==> config.mk <==
export PLATFORM = sky130hd
export DESIGN_NAME = pc_unit_flat
export DESIGN_NICKNAME = d
export VERILOG_FILES = /design/src/rtl/pc_unit_if.sv /design/src/rtl/pc_unit.sv /design/src/flat_wrapper.sv
export SDC_FILE = /design/constraint.sdc
export NUM_CORES = 1
export LEC_CHECK = 0
export ABC_AREA = 1
export BUFFER_PORTS_ARGS = -buffer_cell sky130_fd_sc_hd__buf_2
export CORE_ASPECT_RATIO = 2
export CORE_MARGIN = 1.5
export CORE_UTILIZATION = 48
export CTS_BUF_LIST = sky130_fd_sc_hd__clkbuf_8
export DETAILED_ROUTE_END_ITERATION = 16
export PLACE_DENSITY_LB_ADDON = 0.2
export SYNTH_ARGS = -nofsm -noshare
export SYNTH_HDL_FRONTEND = slang
export SYNTH_SLANG_ARGS = --single-unit
==> constraint.sdc <==
create_clock -name clk -period 3 [get_ports clk]
set_input_delay 0.15 -clock clk [delete_from_list [all_inputs] [get_ports clk]]
set_output_delay 0.15 -clock clk [all_outputs]
set_load 0.01 [all_outputs]
==> src/rtl/pc_unit_if.sv <==
// pc_unit_if: fetch-stage control/status bundle for pc_unit.
//   master modport : drives sequencing controls (advance/jump/branch/call/ret,
//                    stall/halt/resume plus jump_loc and branch_off), observes status.
//   slave modport  : pc_unit side; receives the controls, drives pc, fetch_addr,
//                    fetch_valid, halted, ras_count, ras_ovf and ras_unf.
interface pc_unit_if #(
    parameter int WIDTH     = 16,
    parameter int RAS_DEPTH = 4
);
    localparam int CW = $clog2(RAS_DEPTH) + 1;

    logic             advance;
    logic             jump;
    logic [WIDTH-1:0] jump_loc;
    logic             branch;
    logic [WIDTH-1:0] branch_off;
    logic             call;
    logic             ret;
    logic             stall;
    logic             halt;
    logic             resume;

    logic [WIDTH-1:0] pc;
    logic [WIDTH-1:0] fetch_addr;
    logic             fetch_valid;
    logic             halted;
    logic [CW-1:0]    ras_count;
    logic             ras_ovf;
    logic             ras_unf;

    modport master (
        output advance, jump, jump_loc, branch, branch_off, call, ret,
               stall, halt, resume,
        input  pc, fetch_addr, fetch_valid, halted, ras_count, ras_ovf, ras_unf
    );

    modport slave (
        input  advance, jump, jump_loc, branch, branch_off, call, ret,
               stall, halt, resume,
        output pc, fetch_addr, fetch_valid, halted, ras_count, ras_ovf, ras_unf
    );
endinterface

==> src/rtl/pc_unit.sv <==
// pc_unit: fetch-stage program counter with return-address stack.
//   clk  : system clock, rising edge
//   rst  : asynchronous active-high reset
//   bus  : pc_unit_if slave -- control ops in, pc / fetch strobe / RAS status out
//
// state     | meaning
// ----------+-------------------------------------------------------------
// ST_RUN    | executing at most one control op per cycle (ret>call>jump>branch>advance)
// ST_HALTED | pc frozen, controls ignored, waiting for resume without halt
module pc_unit #(
    parameter int               WIDTH     = 16,
    parameter int               RAS_DEPTH = 4,
    parameter logic [WIDTH-1:0] RESET_VEC = '0,
    parameter int               INC       = 1
) (
    input logic      clk,
    input logic      rst,
    pc_unit_if.slave bus
);
    localparam int PW = $clog2(RAS_DEPTH);
    localparam int CW = PW + 1;
    localparam logic [WIDTH-1:0] INC_W  = WIDTH'(INC);
    localparam logic [CW-1:0]    FULL_C = CW'(RAS_DEPTH);

    typedef enum logic {
        ST_RUN    = 1'b0,
        ST_HALTED = 1'b1
    } state_t;

    state_t           state_q;
    logic [WIDTH-1:0] pc_q, pc_d;
    logic [WIDTH-1:0] fetch_addr_q;
    logic             fetch_valid_q;
    logic             halted_q;
    logic [CW-1:0]    ras_cnt_q;
    logic [PW-1:0]    sp_q;          // next push slot; top lives at sp_q-1
    logic             ras_ovf_q;
    logic             ras_unf_q;
    logic [WIDTH-1:0] ras_q [RAS_DEPTH];

    logic             run_ok;
    logic             do_ret, do_call, any_op;
    logic             ras_empty, ras_full;
    logic [WIDTH-1:0] pc_inc;
    logic [WIDTH-1:0] ras_top;

    always_comb begin
        run_ok    = (state_q == ST_RUN) && !bus.stall && !bus.halt;
        ras_empty = (ras_cnt_q == '0);
        ras_full  = (ras_cnt_q == FULL_C);
        pc_inc    = pc_q + INC_W;
        ras_top   = ras_q[sp_q - PW'(1)];
        do_ret    = run_ok && bus.ret;
        do_call   = run_ok && bus.call && !bus.ret;
        any_op    = run_ok && (bus.ret || bus.call || bus.jump ||
                               bus.branch || bus.advance);

        pc_d = pc_q;
        if (bus.ret)          pc_d = ras_empty ? pc_inc : ras_top;
        else if (bus.call)    pc_d = bus.jump_loc;
        else if (bus.jump)    pc_d = bus.jump_loc;
        else if (bus.branch)  pc_d = pc_q + bus.branch_off;  // wraps; offset is two's complement
        else if (bus.advance) pc_d = pc_inc;
    end

    // Stack storage carries no reset; occupancy and pointer define what is live.
    // When full, sp_q points at the oldest entry, so a push overwrites it.
    always_ff @(posedge clk) begin
        if (do_call) ras_q[sp_q] <= pc_inc;
    end

    always_ff @(posedge clk or posedge rst) begin
        if (rst) begin
            state_q       <= ST_RUN;
            pc_q          <= RESET_VEC;
            fetch_addr_q  <= RESET_VEC;
            fetch_valid_q <= 1'b0;
            halted_q      <= 1'b0;
            ras_cnt_q     <= '0;
            sp_q          <= '0;
            ras_ovf_q     <= 1'b0;
            ras_unf_q     <= 1'b0;
        end else begin
            fetch_valid_q <= 1'b0;
            case (state_q)
                ST_RUN: begin
                    if (!bus.stall) begin
                        if (bus.halt) begin
                            state_q  <= ST_HALTED;
                            halted_q <= 1'b1;
                        end else if (any_op) begin
                            pc_q          <= pc_d;
                            fetch_addr_q  <= pc_d;
                            fetch_valid_q <= 1'b1;
                            if (do_ret) begin
                                if (ras_empty) begin
                                    ras_unf_q <= 1'b1;
                                end else begin
                                    sp_q      <= sp_q - PW'(1);
                                    ras_cnt_q <= ras_cnt_q - CW'(1);
                                end
                            end else if (do_call) begin
                                sp_q <= sp_q + PW'(1);
                                if (ras_full) ras_ovf_q <= 1'b1;
                                else          ras_cnt_q <= ras_cnt_q + CW'(1);
                            end
                        end
                    end
                end
                ST_HALTED: begin
                    if (!bus.stall && bus.resume && !bus.halt) begin
                        state_q  <= ST_RUN;
                        halted_q <= 1'b0;
                    end
                end
                default: begin
                    state_q  <= ST_RUN;
                    halted_q <= 1'b0;
                end
            endcase
        end
    end

    assign bus.pc          = pc_q;
    assign bus.fetch_addr  = fetch_addr_q;
    assign bus.fetch_valid = fetch_valid_q;
    assign bus.halted      = halted_q;
    assign bus.ras_count   = ras_cnt_q;
    assign bus.ras_ovf     = ras_ovf_q;
    assign bus.ras_unf     = ras_unf_q;
endmodule

==> src/flat_wrapper.sv <==
// flat-port wrapper written by rule: the top's interface ports become plain ports
module pc_unit_flat 
#(
    parameter int               WIDTH     = 16,
    parameter int               RAS_DEPTH = 4,
    parameter logic [WIDTH-1:0] RESET_VEC = '0,
    parameter int               INC       = 1
)
  (clk, rst, bus_advance, bus_jump, bus_jump_loc, bus_branch, bus_branch_off, bus_call, bus_ret, bus_stall, bus_halt, bus_resume, bus_pc, bus_fetch_addr, bus_fetch_valid, bus_halted, bus_ras_count, bus_ras_ovf, bus_ras_unf);
  pc_unit_if #(.WIDTH(WIDTH), .RAS_DEPTH(RAS_DEPTH)) bus_i ();
  input logic clk;
  input logic rst;
  input wire logic [$bits(bus_i.advance)-1:0] bus_advance;
  input wire logic [$bits(bus_i.jump)-1:0] bus_jump;
  input wire logic [$bits(bus_i.jump_loc)-1:0] bus_jump_loc;
  input wire logic [$bits(bus_i.branch)-1:0] bus_branch;
  input wire logic [$bits(bus_i.branch_off)-1:0] bus_branch_off;
  input wire logic [$bits(bus_i.call)-1:0] bus_call;
  input wire logic [$bits(bus_i.ret)-1:0] bus_ret;
  input wire logic [$bits(bus_i.stall)-1:0] bus_stall;
  input wire logic [$bits(bus_i.halt)-1:0] bus_halt;
  input wire logic [$bits(bus_i.resume)-1:0] bus_resume;
  output wire logic [$bits(bus_i.pc)-1:0] bus_pc;
  output wire logic [$bits(bus_i.fetch_addr)-1:0] bus_fetch_addr;
  output wire logic [$bits(bus_i.fetch_valid)-1:0] bus_fetch_valid;
  output wire logic [$bits(bus_i.halted)-1:0] bus_halted;
  output wire logic [$bits(bus_i.ras_count)-1:0] bus_ras_count;
  output wire logic [$bits(bus_i.ras_ovf)-1:0] bus_ras_ovf;
  output wire logic [$bits(bus_i.ras_unf)-1:0] bus_ras_unf;
  assign bus_i.advance = bus_advance;
  assign bus_i.jump = bus_jump;
  assign bus_i.jump_loc = bus_jump_loc;
  assign bus_i.branch = bus_branch;
  assign bus_i.branch_off = bus_branch_off;
  assign bus_i.call = bus_call;
  assign bus_i.ret = bus_ret;
  assign bus_i.stall = bus_stall;
  assign bus_i.halt = bus_halt;
  assign bus_i.resume = bus_resume;
  assign bus_pc = bus_i.pc;
  assign bus_fetch_addr = bus_i.fetch_addr;
  assign bus_fetch_valid = bus_i.fetch_valid;
  assign bus_halted = bus_i.halted;
  assign bus_ras_count = bus_i.ras_count;
  assign bus_ras_ovf = bus_i.ras_ovf;
  assign bus_ras_unf = bus_i.ras_unf;
  pc_unit #(.WIDTH(WIDTH), .RAS_DEPTH(RAS_DEPTH), .RESET_VEC(RESET_VEC), .INC(INC)) u_core (.clk(clk), .rst(rst), .bus(bus_i));
endmodule
==> impl_results.md, run 1 <==
- Status: complete, no violations
- F_max: ~0.43 GHz
- Initial core utilization: roughly half
- Mapped Avg Cell Area: between 8 and 9 sq um
- Area post-placement: 0.005952 sq mm
- Critical Path Fanout Max: 7
- Core Footprint: about 0.011 sq mm
- TritonCTS clock tree: yes
- Slew Viols, Final: 0
- Area of the mapped netlist: 0.005560 sq mm
- Yosys warns: 0
- Fin. Hold Viols: 0
- First-pass GRT wire length: 25.01 mm
- Met1 Usage GRT: 28.30%
- Final ANT Viol Nets: 0
- DP HPWL: approximately 12 mm
- Fin Clk Skew: approximately 0.011 ns
- Critical setup path kind: reg -> reg
- Final setup violation count: 0
- Power density over the cells: a little over 1000 mW/mm^2
- # rows: 55
- Nets: a little under 800
- Worst hold margin: approximately 0.061 ns
- Fraction of registers with async set/reset: between 20 and 30%
- Worst Setup End Kind: flip-flop
- Syn-to-layout area delta: 10.80%
- # hold bufs at CTS: 0
- Critical Path RT: 3.24 ns
- Share of cells above drive strength 1: approximately 18%
- Die X: approximately 80 microns
- Gate Count Post-Synth: about 670
- Depth of the CTS H-tree: 3
- DR vias/cell: around 5.6
- Final Util: between 50% and 60%
- Final GP Congestion: 0.9139
- Number of DRC markers in iteration 0: between 200 and 300
- Root buffer cell: clkbuf_8
- Ys flop type: edfxtp_1
- Synth area leaders: edfxtp_1 (35%), dfrtp_1 (12%), nand2_1 (11%), nor2_1 (4.8%), o21ai_0 (4.6%)
- Leak: 2.805 nW
- WL final: 15.89 mm
- CTS sink count: 90
- Flop and latch count out of synthesis: 90
- Io pins: a little over 80
- PortBufs: 80
- Post-synth top area share: between 30% and 40%
- Crit share post-route: 77.57%
- First-pass iteration count of the detailed router: 5
- Total number of vias: 4,899
- Worst Max-Slew Pin Slew: about 1.2 ns
- WL per Instance: between 15 and 20 microns
- Number of enable flip-flop cells after synthesis: 64
- Resized Gates After CTS: 0
- Clock-pin slew on the worst setup and hold paths: ~0.09 ns
- Initial antenna violation count: 0
- CTS Buf Count: 9
- Leading area contributor after synthesis: edfxtp_1
- Antenna diode instance count: 0
- Grt peak-use layer: met2
- Die Y-Extent: 155.2 microns
- Startpoint type of the worst setup path: flip-flop
- Worst EP arrival: between 2 and 3 ns
- Seq/Total Area, Yosys: a little under half
- GRT overflow: 0
- Design Power: 6.248 mW
- Vias in the first global route: approximately 5,000
- Worst vdd ir: ~0.52 mV
- Pin count of the biggest net entering global routing: 36
- Final setup TNS: 0 ns
- Met2 global-route usage: approximately half
- Clk buf depth: 2
- Setup Buffers After CTS: 0
- Worst rel slew slack: 19.96%
- GR Util All Layers: 26.92%
- Drt drc: 0
- RSZ-0062 raised after global routing: false
- Syn Nets: between 700 and 800
- Unique masters post-synth: 44
- Die area: between 0.01 and 0.015 sq mm
- Hold Crit Class: in -> reg
- Period minus WS final: between 2 and 2.5 ns
- MaxCap Viol Count: 0
- Post-route cell area: ~0.0062 sq mm
- Clk Latency, worst-skew pair: 0.36 ns
- Met3 usage: roughly 2.6%
layout make-up:
type | count | area [sq um]
clock inverters | 5 | 71.32
repair buffers | 90 | 475.5
flip-flops and latches | 90 | 2572
fillers | 1088 | 5125
inverters | 73 | 274.0
well taps | 142 | 177.7
clock buffers | 10 | 137.6
multi-input cells | 467 | 2452
layer usage:
metal  part of all wire [%]  vias up
met4                    5.4        0
li1                       -     2350
met2                     55      198
met1                     36     2300
met3                    4.3       51
met5                      0        -
layout by cell type, fill, tap and decap left out, types with 3 or more instances in the layout:
cell      count
ha_1         20
nand2_1     162
inv_1        64
inv_2         9
nand4_1       8
o22ai_1      12
nor2_2        4
edfxtp_1     64
nand2_2       4
nor2_4        4
o21ai_0      51
nand3_1      34
nor2_1       71
dfrtp_1      26
xor2_1       13
clkinv_1      3
buf_2        80
o21ai_1      11
a21oi_1      37
o221ai_1      5
nor3_1        4
buf_4        10
clkbuf_8     10
a31oi_1       5
worst paths after layout:
| path | start | end | slack [ns] | cells past startpoint |
|---|---|---|---|---|
| max | u_core.bus.pc[0] | u_core.bus.pc[6] | 0.67 | 11 |
| min | bus_resume | u_core.state_q | 0.06 | 4 |
| max in group asynchronous | rst | u_core.bus.pc[11] | 2.17 | 2 |
| min reg2reg | u_core.bus.ras_ovf | u_core.bus.ras_ovf | 0.48 | 1 |
| min in group asynchronous | rst | u_core.bus.pc[15] | 0.10 | 2 |
| max reg2reg | u_core.bus.pc[0] | u_core.bus.pc[6] | 0.67 | 11 |
cells by family after synthesis:
group | synth area share (%)
and+or+nand+nor | 23.00
AOI/OAI and AO/OA | 13.23
buffers and inverters | 9.631
DFF | 46.26
adders and majority gates | 5.221
xor gates and xnor gates | 2.655
critical path, stage by stage, from the launching register on:
cell and delay, ns:
dfrtp_1 0.45, ha_1 0.27, fa_1 0.42, nand3_1 0.11
nand2_1 0.15, nand2_1 0.10, nand2_1 0.09, or2_2 0.29
a21oi_1 0.13, o21ai_1 0.07, nand2_1 0.06, a21oi_1 0.08
sequential cells by signal, summed over array words and instances, names as in the netlist:
| register | flops |
|---|---|
| u_core.sp_q | 2 |
| u_core.bus.ras_unf | 1 |
| u_core.ras_q | 64 |
| u_core.state_q | 1 |
| u_core.bus.ras_count | 3 |
| u_core.bus.halted | 1 |
| u_core.bus.ras_ovf | 1 |
| u_core.bus.fetch_valid | 1 |
| u_core.bus.pc | 16 |
where the power goes:
group	switching [mW]	internal (mW)	total (mW)
logic	2.25	1.13	3.37
registers	0.310	1.68	1.99
clock network	0.403	0.479	0.882
total	2.96	3.29	6.25
cell usage after synthesis, drive strengths merged (5+ instances only):
master / count
a31oi: 5
o22ai: 12
nand3: 34
clkbuf: 12
a21oi: 38
nor2: 79
nand4: 8
o221ai: 5
inv: 71
dfrtp: 26
edfxtp: 64
o21ai: 63
ha: 20
nand2: 166
buf: 23
nor3: 7
xor2: 14
metrics by stage:
step	cells	worst slack [ns]
4_1_cts	877	0.7150
6_report	877	0.6730
3_5_place_dp	862	0.7386
5_1_grt	877	0.5304
3_3_place_gp	862	0.7745
2_1_floorplan	666	0.7942
(Power assumes the default switching activity.)
==> run 2, diff against run 1 <==
- clock period: 3 -> 1.9 ns (I/O delays scaled with it)
==> impl_results.md, run 2 (synthesis results as in run 1) <==
- Status: complete, but fails checks
- Failing checks: negative setup slack
- Initial antenna violation count: 0
- HP Start: bus_resume
- Period minus WS final: about 2 ns
- Most common cell after layout, fill and taps aside: nand2_1
- Share of cells above drive strength 1: approximately 32%
- Drt drc: 0
- Worst hold path stage count: 4
- R2R cell count: 10
- Pin count of the biggest net entering global routing: 36
- CTS sink count: 90
- Die area: about 0.012 sq mm
- Fin. Hold Viols: 0
- DP HPWL: ~12 mm
- Nets: roughly 850
- Antenna diode instance count: 0
- Critical setup path kind: reg -> reg
- Core Footprint: 0.01129 sq mm
- Final setup TNS: -0.1312 ns
- End of the worst hold path: u_core.state_q
- Fin Clk Skew: 0.01528 ns
- Setup ws final: -0.1004 ns
- Finished Layout Cells: between 900 and 1,000
- Area of the multi-input gates: about 0.0028 sq mm
- Final GP Congestion: roughly 0.93
- PortBufs: 80
- Leak: 3.120 nW
- Crit share post-route: 105.3%
- Placed cell count: slightly above 900
- Power density over the cells: ~1600 mW/mm^2
- Hold Crit Class: in -> reg
- Register area: 0.002576 sq mm
- Syn-to-layout area delta: 26.42%
- GR Util All Layers: about a quarter
- Die Y-Extent: 155.2 microns
- Depth of the CTS H-tree: 3
- Worst Setup SP: u_core.bus.pc[0]
- Commonest cells after routing, fill and taps aside: nand2_1 (149), buf_2 (80), nor2_1 (66), edfxtp_1 (64), inv_1 (60)
- Worst EP arrival: roughly 2.3 ns
- Largest register by flop count: u_core.ras_q
- Io pins: 81
- Root buffer cell: clkbuf_8
- # fillers: a little under 1,000
- Capture point of the worst reg-to-reg path: u_core.bus.pc[6]
- DR vias/cell: 5.431
- WL final: between 15 and 20 mm
- Clk Latency, worst-skew pair: around 0.36 ns
- Number of DRC markers in iteration 0: 351
- Die X: around 79 microns
- Slew Viols, Final: 0
- Critical Path Fanout Max: 6
- Worst Setup End Kind: flip-flop
- Worst Max-Slew Pin Slew: roughly 0.41 ns
- Total number of vias: ~5,100
- Reg2reg start: u_core.bus.pc[0]
- Largest register FFs: 64
- Final ANT Viol Nets: 0
- F_max: ~0.50 GHz
- Clk buf depth: 2
- RSZ-0062 raised after global routing: true
- Initial core utilization: 49.27%
- Design Power: between 10 and 15 mW
- Dpl ws: -0.04591 ns
- WL per Instance: 16.78 microns
- Vias in the first global route: between 4,000 and 5,000
- CTS Buf Count: 9
- # rows: 55
- Worst vdd ir: between 1 and 1.5 mV
- Critical Path RT: 2.16 ns
- Final setup violation count: 2
- TritonCTS clock tree: yes
- First-pass GRT wire length: roughly 24 mm
- GRT overflow: 0
- First-pass iteration count of the detailed router: 5
- Worst rel slew slack: approximately 72%
- Clock-pin slew on the worst setup and hold paths: approximately 0.10 ns
- Startpoint type of the worst setup path: flip-flop
- MaxCap Viol Count: 0
- Reg2reg setup slack: -0.10 ns
[run 2: where the power goes]
part	switching, mW	leakage, nW	internal [mW]
Clock	0.669	0.111	0.676
Combinational	4.19	2.13	2.80
Sequential	0.313	0.876	2.66
Total	5.17	3.12	6.15
[run 2: cell type report]
class / count / share of cell area [%]
multi-input cells: 467 / 40.39
repair buffers: 144 / 13.56
flip-flops and latches: 90 / 36.65
clock inverters: 5 / 0.7476
well taps: 142 / 2.528
inverters: 73 / 3.969
clock buffers: 11 / 2.154
[run 2: what timing repair did]
item                                    4_1_cts  5_1_grt
gates resized for setup                      11       69
setup buffers                                 1        8
endpoints found under the setup margin       27       48
endpoints found under the hold margin        26        0
pin swaps                                     3       25
hold buffers                                  1        0
[run 2: how the worst max path moves through the flow]
stage | endpoint | slack, ns
final | u_core.bus.pc[6] | -0.10
after detailed placement | u_core.bus.pc[7] | -0.05
after floorplan | u_core.ras_q[1][0] | -0.17
after global placement | u_core.bus.pc[7] | -0.01
after CTS | u_core.bus.pc[6] | -0.006
after global routing | u_core.bus.pc[6] | -0.21
[run 2: through the flow]
| step | cell area [sq um] | util [%] | hold slack, ns |
|---|---|---|---|
| floorplan | 5615 | - | 0.1349 |
| global placement | 6384 | 56.56 | 0.1930 |
| detailed placement | 6384 | 56.56 | 0.1988 |
| CTS | 6653 | 58.95 | 0.002270 |
| global route | 7029 | 62.28 | 0.007895 |
| finish | 7029 | 62.28 | 0.01124 |
[run 2: critical path, stage by stage, from the launching register on]
cell and delay, ns:
dfrtp_2 0.40, buf_6 0.13, ha_2 0.19, nand2_2 0.10, nor3_4 0.29, buf_4 0.19
xor2_4 0.17, o21ai_1 0.08, o21ai_1 0.13, nand2_1 0.07, a21oi_1 0.17
[run 2: routing by layer]
metal  track usage, %  share of wire, %
met5                0                 0
met4            14.37               4.2
met3            3.871               3.7
met2            47.01                54
met1            27.68                38
